===== config.mk =====
export PLATFORM = sky130hd
export DESIGN_NAME = pulse_timestamper_flat
export DESIGN_NICKNAME = d
export VERILOG_FILES = /design/src/rtl/pulse_timestamper_pkg.sv /design/src/rtl/pulse_timestamper_if.sv /design/src/rtl/pulse_timestamper_fifo.sv /design/src/rtl/pulse_timestamper.sv /design/src/flat_wrapper.sv
export SDC_FILE = /design/constraint.sdc
export NUM_CORES = 1
export LEC_CHECK = 0
export ABC_AREA = 1
export BUFFER_PORTS_ARGS = -buffer_cell sky130_fd_sc_hd__buf_4
export CAP_MARGIN = 25
export CORE_MARGIN = 3
export CORE_UTILIZATION = 47
export CTS_CLUSTER_DIAMETER = 50
export DETAILED_ROUTE_END_ITERATION = 6
export GPL_TIMING_DRIVEN = 0
export PLACE_DENSITY = 0.72
export SLEW_MARGIN = 5
export SYNTH_ARGS = -nofsm -noshare
export SYNTH_HDL_FRONTEND = slang
export SYNTH_SLANG_ARGS = --single-unit

===== constraint.sdc =====
create_clock -name clk_sys_i -period 12.4 [get_ports clk_sys_i]
set_clock_uncertainty 0.1 [all_clocks]
set_input_delay 2.48 -clock clk_sys_i [delete_from_list [all_inputs] [get_ports clk_sys_i]]
set_output_delay 2.48 -clock clk_sys_i [all_outputs]
set_load 0.01 [all_outputs]

===== src/rtl/pulse_timestamper_pkg.sv =====
// rtl/pulse_timestamper_pkg.sv - shared types, widths and helpers for the pulse timestamper
// Purpose: timestamp record layout, overflow counter width and a ceil-log2 helper.
package fd_tstamp_pkg;

    localparam int c_COARSE_WIDTH  = 28;
    localparam int c_SECONDS_WIDTH = 32;
    localparam int c_OVF_CNT_WIDTH = 16;

    // Seconds sit in the upper bits so a packed stamp orders naturally by time.
    typedef struct packed {
        logic [c_SECONDS_WIDTH-1:0] seconds;
        logic [c_COARSE_WIDTH-1:0]  coarse;
    } t_timestamp;

    function automatic int f_log2_ceil(input int n);
        int r;
        r = 0;
        for (int i = 0; i < 31; i++) begin
            if ((1 << i) < n) begin
                r = i + 1;
            end
        end
        return r;
    endfunction

endpackage


===== src/rtl/pulse_timestamper_if.sv =====
// rtl/pulse_timestamper_if.sv - timestamp readout handshake bundle
// Purpose: carries the head-of-FIFO stamp and its valid/ready pop handshake.
// Ports:
//   ts_coarse_o   head-of-FIFO coarse stamp (source -> consumer)
//   ts_seconds_o  head-of-FIFO seconds stamp (source -> consumer)
//   ts_valid_o    head data valid (source -> consumer)
//   ts_ready_i    consumer pop request (consumer -> source)
interface pulse_timestamper_if #(
    parameter int g_coarse_width  = 28,
    parameter int g_seconds_width = 32
);

    logic [g_coarse_width-1:0]  ts_coarse_o;
    logic [g_seconds_width-1:0] ts_seconds_o;
    logic                       ts_valid_o;
    logic                       ts_ready_i;

    modport master (
        output ts_coarse_o,
        output ts_seconds_o,
        output ts_valid_o,
        input  ts_ready_i
    );

    modport slave (
        input  ts_coarse_o,
        input  ts_seconds_o,
        input  ts_valid_o,
        output ts_ready_i
    );

endinterface


===== src/rtl/pulse_timestamper_fifo.sv =====
// rtl/pulse_timestamper_fifo.sv - single-clock first-word-fall-through timestamp FIFO
// Purpose: stores stamps, presents a registered head entry, allows write-on-full
//          when the same cycle pops.
// Ports:
//   clk_i, rst_n_i  clock and asynchronous active-low reset
//   wr_data_i/wr_en_i  write side; wr_drop_o flags a write lost to a full FIFO
//   rd_data_o/rd_valid_o/rd_en_i  registered head entry and pop strobe
//   count_o  occupancy including the head entry
module gen_sync_fifo
    import fd_tstamp_pkg::*;
#(
    parameter int g_width = 60,
    parameter int g_depth = 16
) (
    input  logic                          clk_i,
    input  logic                          rst_n_i,
    input  logic [g_width-1:0]            wr_data_i,
    input  logic                          wr_en_i,
    input  logic                          rd_en_i,
    output logic [g_width-1:0]            rd_data_o,
    output logic                          rd_valid_o,
    output logic                          wr_drop_o,
    output logic [f_log2_ceil(g_depth):0] count_o
);

    localparam int c_AW = f_log2_ceil(g_depth);

    logic [g_width-1:0] mem [g_depth];
    logic [c_AW:0]      wr_ptr;
    logic [c_AW:0]      rd_ptr;
    logic [c_AW:0]      rd_ptr_nxt;
    logic [c_AW:0]      remain;
    logic               full;
    logic               pop;
    logic               push;

    assign full       = (wr_ptr[c_AW] != rd_ptr[c_AW]) &&
                        (wr_ptr[c_AW-1:0] == rd_ptr[c_AW-1:0]);
    assign pop        = rd_valid_o & rd_en_i;
    assign push       = wr_en_i & (~full | pop);
    assign wr_drop_o  = wr_en_i & full & ~pop;
    assign count_o    = wr_ptr - rd_ptr;
    assign rd_ptr_nxt = rd_ptr + {{c_AW{1'b0}}, pop};
    // Entries that existed before this edge and survive the pop; a write landing
    // this edge is deliberately excluded so an empty FIFO never falls through.
    assign remain     = wr_ptr - rd_ptr_nxt;

    always_ff @(posedge clk_i) begin
        if (push) begin
            mem[wr_ptr[c_AW-1:0]] <= wr_data_i;
        end
    end

    always_ff @(posedge clk_i or negedge rst_n_i) begin
        if (!rst_n_i) begin
            wr_ptr     <= '0;
            rd_ptr     <= '0;
            rd_data_o  <= '0;
            rd_valid_o <= 1'b0;
        end else begin
            wr_ptr     <= wr_ptr + {{c_AW{1'b0}}, push};
            rd_ptr     <= rd_ptr_nxt;
            rd_valid_o <= (remain != '0) || (push && pop);
            if (remain != '0) begin
                rd_data_o <= mem[rd_ptr_nxt[c_AW-1:0]];
            end else if (push && pop) begin
                // Popping the last entry while writing: the new stamp becomes head.
                rd_data_o <= wr_data_i;
            end
        end
    end

endmodule


===== src/rtl/pulse_timestamper.sv =====
// rtl/pulse_timestamper.sv - test-pulse edge timestamper with dead time and overflow count
// Purpose: synchronizes pulse_i, stamps accepted rising edges with {seconds, coarse}
//          and queues them for readout.
// Ports:
//   clk_sys_i, rst_n_i  system clock, asynchronous active-low reset
//   pulse_i             asynchronous pulse input
//   enable_i            edge acceptance enable
//   ts_bus              head-of-FIFO stamp with valid/ready pop handshake
//   overflow_cnt_o      saturating count of edges lost to a full FIFO
//   fifo_count_o        current FIFO occupancy
module pulse_timestamper
    import fd_tstamp_pkg::*;
#(
    parameter int g_coarse_range  = 125000000,
    parameter int g_coarse_width  = 28,
    parameter int g_seconds_width = 32,
    parameter int g_fifo_depth    = 16,
    parameter int g_dead_time     = 8
) (
    input  logic                          clk_sys_i,
    input  logic                          rst_n_i,
    input  logic                          pulse_i,
    input  logic                          enable_i,
    pulse_timestamper_if.master           ts_bus,
    output logic [c_OVF_CNT_WIDTH-1:0]    overflow_cnt_o,
    output logic [$clog2(g_fifo_depth):0] fifo_count_o
);

    localparam int c_TS_WIDTH = g_seconds_width + g_coarse_width;
    localparam int c_DW       = f_log2_ceil(g_dead_time) + 1;
    localparam logic [g_coarse_width-1:0] c_COARSE_LAST = g_coarse_width'(g_coarse_range - 1);
    localparam logic [c_DW-1:0]           c_DEAD_LOAD   = c_DW'(g_dead_time - 1);

    logic [1:0]                 rst_sync;
    logic                       rst_n;
    logic [2:0]                 sync;
    logic                       strobe;
    logic                       accept;
    logic [c_DW-1:0]            dead_cnt;
    logic [g_coarse_width-1:0]  coarse;
    logic [g_seconds_width-1:0] seconds;
    logic                       wr_drop;
    logic [c_TS_WIDTH-1:0]      head;

    // Reset asserts immediately, releases two clocks after rst_n_i rises.
    always_ff @(posedge clk_sys_i or negedge rst_n_i) begin
        if (!rst_n_i) begin
            rst_sync <= '0;
        end else begin
            rst_sync <= {rst_sync[0], 1'b1};
        end
    end
    assign rst_n = rst_sync[1];

    always_ff @(posedge clk_sys_i or negedge rst_n) begin
        if (!rst_n) begin
            sync <= '0;
        end else begin
            sync <= {sync[1:0], pulse_i};
        end
    end
    assign strobe = sync[1] & ~sync[2];

    // Coarse and seconds update on the same edge so any captured pair is coherent.
    always_ff @(posedge clk_sys_i or negedge rst_n) begin
        if (!rst_n) begin
            coarse  <= '0;
            seconds <= '0;
        end else if (coarse == c_COARSE_LAST) begin
            coarse  <= '0;
            seconds <= seconds + g_seconds_width'(1);
        end else begin
            coarse  <= coarse + g_coarse_width'(1);
        end
    end

    assign accept = strobe & enable_i & (dead_cnt == '0);

    always_ff @(posedge clk_sys_i or negedge rst_n) begin
        if (!rst_n) begin
            dead_cnt <= '0;
        end else if (accept) begin
            dead_cnt <= c_DEAD_LOAD;
        end else if (dead_cnt != '0) begin
            dead_cnt <= dead_cnt - c_DW'(1);
        end
    end

    always_ff @(posedge clk_sys_i or negedge rst_n) begin
        if (!rst_n) begin
            overflow_cnt_o <= '0;
        end else if (wr_drop && (overflow_cnt_o != '1)) begin
            overflow_cnt_o <= overflow_cnt_o + c_OVF_CNT_WIDTH'(1);
        end
    end

    gen_sync_fifo #(
        .g_width (c_TS_WIDTH),
        .g_depth (g_fifo_depth)
    ) u_fifo (
        .clk_i      (clk_sys_i),
        .rst_n_i    (rst_n),
        .wr_data_i  ({seconds, coarse}),
        .wr_en_i    (accept),
        .rd_en_i    (ts_bus.ts_ready_i),
        .rd_data_o  (head),
        .rd_valid_o (ts_bus.ts_valid_o),
        .wr_drop_o  (wr_drop),
        .count_o    (fifo_count_o)
    );

    assign ts_bus.ts_coarse_o  = head[g_coarse_width-1:0];
    assign ts_bus.ts_seconds_o = head[c_TS_WIDTH-1:g_coarse_width];

endmodule

===== src/flat_wrapper.sv =====
// flat-port wrapper written by rule: the top's interface ports become plain ports
module pulse_timestamper_flat import fd_tstamp_pkg::*;
#(
    parameter int g_coarse_range  = 125000000,
    parameter int g_coarse_width  = 28,
    parameter int g_seconds_width = 32,
    parameter int g_fifo_depth    = 16,
    parameter int g_dead_time     = 8
)
  (clk_sys_i, rst_n_i, pulse_i, enable_i, overflow_cnt_o, fifo_count_o, ts_bus_ts_coarse_o, ts_bus_ts_seconds_o, ts_bus_ts_valid_o, ts_bus_ts_ready_i);
  pulse_timestamper_if #(.g_coarse_width(g_coarse_width), .g_seconds_width(g_seconds_width)) ts_bus_i ();
  input  logic clk_sys_i;
  input  logic rst_n_i;
  input  logic pulse_i;
  input  logic enable_i;
  output logic [c_OVF_CNT_WIDTH-1:0] overflow_cnt_o;
  output logic [$clog2(g_fifo_depth):0] fifo_count_o;
  output wire logic [$bits(ts_bus_i.ts_coarse_o)-1:0] ts_bus_ts_coarse_o;
  output wire logic [$bits(ts_bus_i.ts_seconds_o)-1:0] ts_bus_ts_seconds_o;
  output wire logic [$bits(ts_bus_i.ts_valid_o)-1:0] ts_bus_ts_valid_o;
  input wire logic [$bits(ts_bus_i.ts_ready_i)-1:0] ts_bus_ts_ready_i;
  assign ts_bus_ts_coarse_o = ts_bus_i.ts_coarse_o;
  assign ts_bus_ts_seconds_o = ts_bus_i.ts_seconds_o;
  assign ts_bus_ts_valid_o = ts_bus_i.ts_valid_o;
  assign ts_bus_i.ts_ready_i = ts_bus_ts_ready_i;
  pulse_timestamper #(.g_coarse_range(g_coarse_range), .g_coarse_width(g_coarse_width), .g_seconds_width(g_seconds_width), .g_fifo_depth(g_fifo_depth), .g_dead_time(g_dead_time)) u_core (.clk_sys_i(clk_sys_i), .rst_n_i(rst_n_i), .pulse_i(pulse_i), .enable_i(enable_i), .ts_bus(ts_bus_i), .overflow_cnt_o(overflow_cnt_o), .fifo_count_o(fifo_count_o));
endmodule

==> summary.md <==
| Metric | Value |
|---|---|
| Outcome | `complete, no violations` |
| CP required | `12.86 ns` |
| Synth-to-Final Area Change | `15.3%` |
| Ys flop type | `edfxtp_1` |
| Final period util | `50.4%` |
| Initial Utilization | `47.5%` |
| Worst Setup End Kind | `flip-flop` |
| Cts repair resizes | `0` |
| Fmax | `160 MHz` |
| Post-Syn Instances | `~4200` |
| RSZ-0062 raised after global routing | `no` |
| Total detailed-routing wirelength | `127000 µm` |
| Seq/Total Area, Yosys | `70.0%` |
| Slew headroom | `31.3%` |
| FF+latch area | `0.0327 mm²` |
| Crit-path max FO | `10` |
| H-tree depth | `3` |
| Largest net degree at the start of global routing | `59` |
| Avg Cell Area, Syn | `11.1 µm²` |
| First drt pass iteration count | `6` |
| Core area | `0.0986 mm²` |
| Clock transition at path regs | `0.05 ns` |
| EDFF count, synth | `960` |
| Synth cell count leaders | `960 x edfxtp_1, 774 x nor2_1, 678 x nand2_1` |
| Wire length of the first global-routing pass | `190000 µm` |
| Fillers | `8007` |
| Cell taking the most area after synthesis | `edfxtp_1` |
| Post-DP HPWL | `82600 µm` |
| Critical R2R Launch | `u_core.u_fifo.rd_valid_o$_DFF_PN0_` |
| Final setup fails | `0` |
| CP peak stage delay | `0.78 ns` |
| Nets | `4479` |
| Max-cap violation count | `0` |
| Hold-fix buffers, CTS | `0` |
| Lkg Pwr | `21.2 nW` |
| Hold Slack | `about 0.25 ns` |
| Tmin final | `6.25 ns` |
| CP Class | `in2reg` |
| Most instantiated library cell after synthesis | `edfxtp_1` |
| Via count | `32700` |
| RePlAce Congestion | `approximately 0.94` |
| Sink Count | `1116` |
| I/O Pins | `between 80 and 90` |
| Drt initial violations | `3608` |
| Syn Nets | `4234` |
| Total negative slack | `0 ns` |
| Die ar. | `0.103 mm²` |
| Synth Cell Area | `0.0468 mm²` |
| Post-DRT Antenna Nets | `0` |
| Count of input and output buffers | `86` |
| CTS root buffer | `clkbuf_16` |
| HP Class | `reg2reg` |
| Hold Startpoint | `u_core.sync[0]$_DFF_PN0_` |
| Number of global-route vias before repair | `~32000` |
| # rows | `between 100 and 150` |
| Distinct cells, synth | `34` |
| Num CTS Buffers | `118` |
| Drt drc | `0` |
| Worst EP arrival | `6.71 ns` |
| Worst VDD drop | `0.000160 V` |
| Most used cell, CP | `nand2_1` |
| Multi-input logic area | `0.0122 mm²` |
| Power after layout | `0.0134 W` |
| Die height | `about 320 µm` |
| Startpoint Class | `primary input` |
| Hold Vio Cnt, Final | `0` |
| Synthesis Warnings | `0` |
| Post-CTS setup buffer count | `0` |
| Pins Over Slew Limit | `0` |
| Synth top area share | `61.6%` |
| Pwr dens | `249 mW/mm²` |
| Post-Route Utilization | `54.7%` |
| Gr usage total | `24.4%` |
| Worst-case clock buffer depth | `3` |
| Worst Tran Pin Value | `1.03 ns` |
| CP Cell Sequence | `buf_4 > nand2_1 > inv_1 > ha_1 > nand3_1 > xor2_2 > clkbuf_1 > ha_1 > nand2_1 > nand2_1 > a21oi_4 > nand2_2 > buf_2 > nand2_1 > nand2_1` |
| Total grt overflow | `0` |
| Worst setup path start | `ts_bus_ts_ready_i` |
| Routed vias/inst | `5.58` |
| Skew-Pair Late Insertion Delay | `0.70 ns` |
| Routed WL per cell | `approximately 22 µm` |
| Number of antenna violations at the first check in global routing | `6` |
| Share of post-route cells with drive strength above 1 | `10.6%` |
| Dominant cells by area after synthesis | `edfxtp_1 62%, dfrtp_1 8.3%, nor2_1 6.2%` |
| Die Width | `321 µm` |
| CP max-delay cell | `a21oi_4` |
| Synth async-reset ratio | `14.0%` |
| FF+latch count, synth | `about 1100` |
| CTS tree | `built` |
[flip-flops by register name, indices dropped and copies added, names as in the netlist]
register / flops
u_core.u_fifo.wr_ptr: 5
u_core.u_fifo.rd_valid_o: 1
u_core.seconds: 32
u_core.dead_cnt: 4
u_core.u_fifo.rd_data_o: 60
u_core.u_fifo.rd_ptr: 5
u_core.sync: 3
u_core.rst_sync: 2
u_core.coarse: 28
u_core.overflow_cnt_o: 16
u_core.u_fifo.mem: 960
[layout by cell type, fill, tap and decap left out, types with 11 or more instances in the layout]
| cell | count |
|---|---|
| buf_1 | 17 |
| o21ai_0 | 570 |
| buf_2 | 115 |
| nand2_1 | 678 |
| clkbuf_8 | 11 |
| buf_4 | 100 |
| buf_16 | 16 |
| nor2_4 | 16 |
| o211ai_1 | 120 |
| xor2_1 | 41 |
| xnor2_1 | 14 |
| clkbuf_16 | 121 |
| buf_12 | 19 |
| clkbuf_1 | 120 |
| nand4_1 | 12 |
| ha_1 | 14 |
| clkinv_2 | 16 |
| nor3_1 | 33 |
| dfrtp_1 | 155 |
| inv_1 | 219 |
| edfxtp_1 | 960 |
| a21oi_1 | 65 |
| nor2_1 | 758 |
| nand3_1 | 283 |
| inv_6 | 13 |
[worst paths after layout]
path	end	slack [ns]	cells after the start
max	u_core.u_fifo.rd_data_o[9]$_DFFE_PN0P_	6.15	15
min	u_core.sync[1]$_DFF_PN0_	0.25	0
max reg2reg	u_core.u_fifo.rd_data_o[9]$_DFFE_PN0P_	7.64	14
min reg2reg	u_core.sync[1]$_DFF_PN0_	0.25	0
max in group asynchronous	u_core.rst_sync[1]$_DFF_PN0_	10.64	1
min in group asynchronous	u_core.u_fifo.rd_data_o[3]$_DFFE_PN0P_	0.27	0
[worst max-delay path, delay by kind of cell]
kind            cells  cell delay, ns
compound gates      1            0.78
xor+xnor            1            0.52
fa+ha+maj           2            0.58
buf+inv             4            0.98
simple gates        7            1.36
[routing by layer]
metal | share of wire, % | GRT usage [%] | vias to the layer above
met3 | 9.8 | 4.81 | 264
met4 | 4.2 | 10.7 | 2
li1 | - | - | 15100
met1 | 39 | 32.1 | 15800
met2 | 47 | 39.7 | 1544
met5 | 0.010 | 0 | -
[layout make-up]
| class | count | area share, % |
|---|---|---|
| antenna | 3 | 0.0139 |
| buffer | 239 | 2.10 |
| clock buffer | 165 | 6.13 |
| clock inverter | 60 | 1.08 |
| inverter | 227 | 1.58 |
| multi-input combinational | 2632 | 22.6 |
| sequential | 1116 | 60.7 |
| tap | 1287 | 2.99 |
| timing repair buffer | 125 | 2.83 |
[kinds of logic after synthesis]
family | after synthesis | share of synthesized area, %
compound gates | 764 | 8.85
xor+xnor | 56 | 1.06
fa+ha+maj | 15 | 0.417
buf+inv | 466 | 4.24
flops | 1116 | 70.0
other cells | 1 | 0.00802
simple gates | 1796 | 15.4
[stage by stage]
stage	setup WS [ns]	area, µm²	std cells
after floorplan	6.25	46800	4214
after global routing	6.13	53900	5853
after global placement	3.55	49000	5587
after CTS	6.36	53900	5851
final	6.15	53900	5854
after detailed placement	5.65	50000	5626
[report_power, final]
group          internal, W  switching [W]  leakage (nW)
Clock              0.00199        0.00149          1.88
Sequential         0.00418      0.0000926          11.9
Combinational      0.00170        0.00400          7.44
Total              0.00786        0.00558          21.2
(Power assumes the default switching activity.)
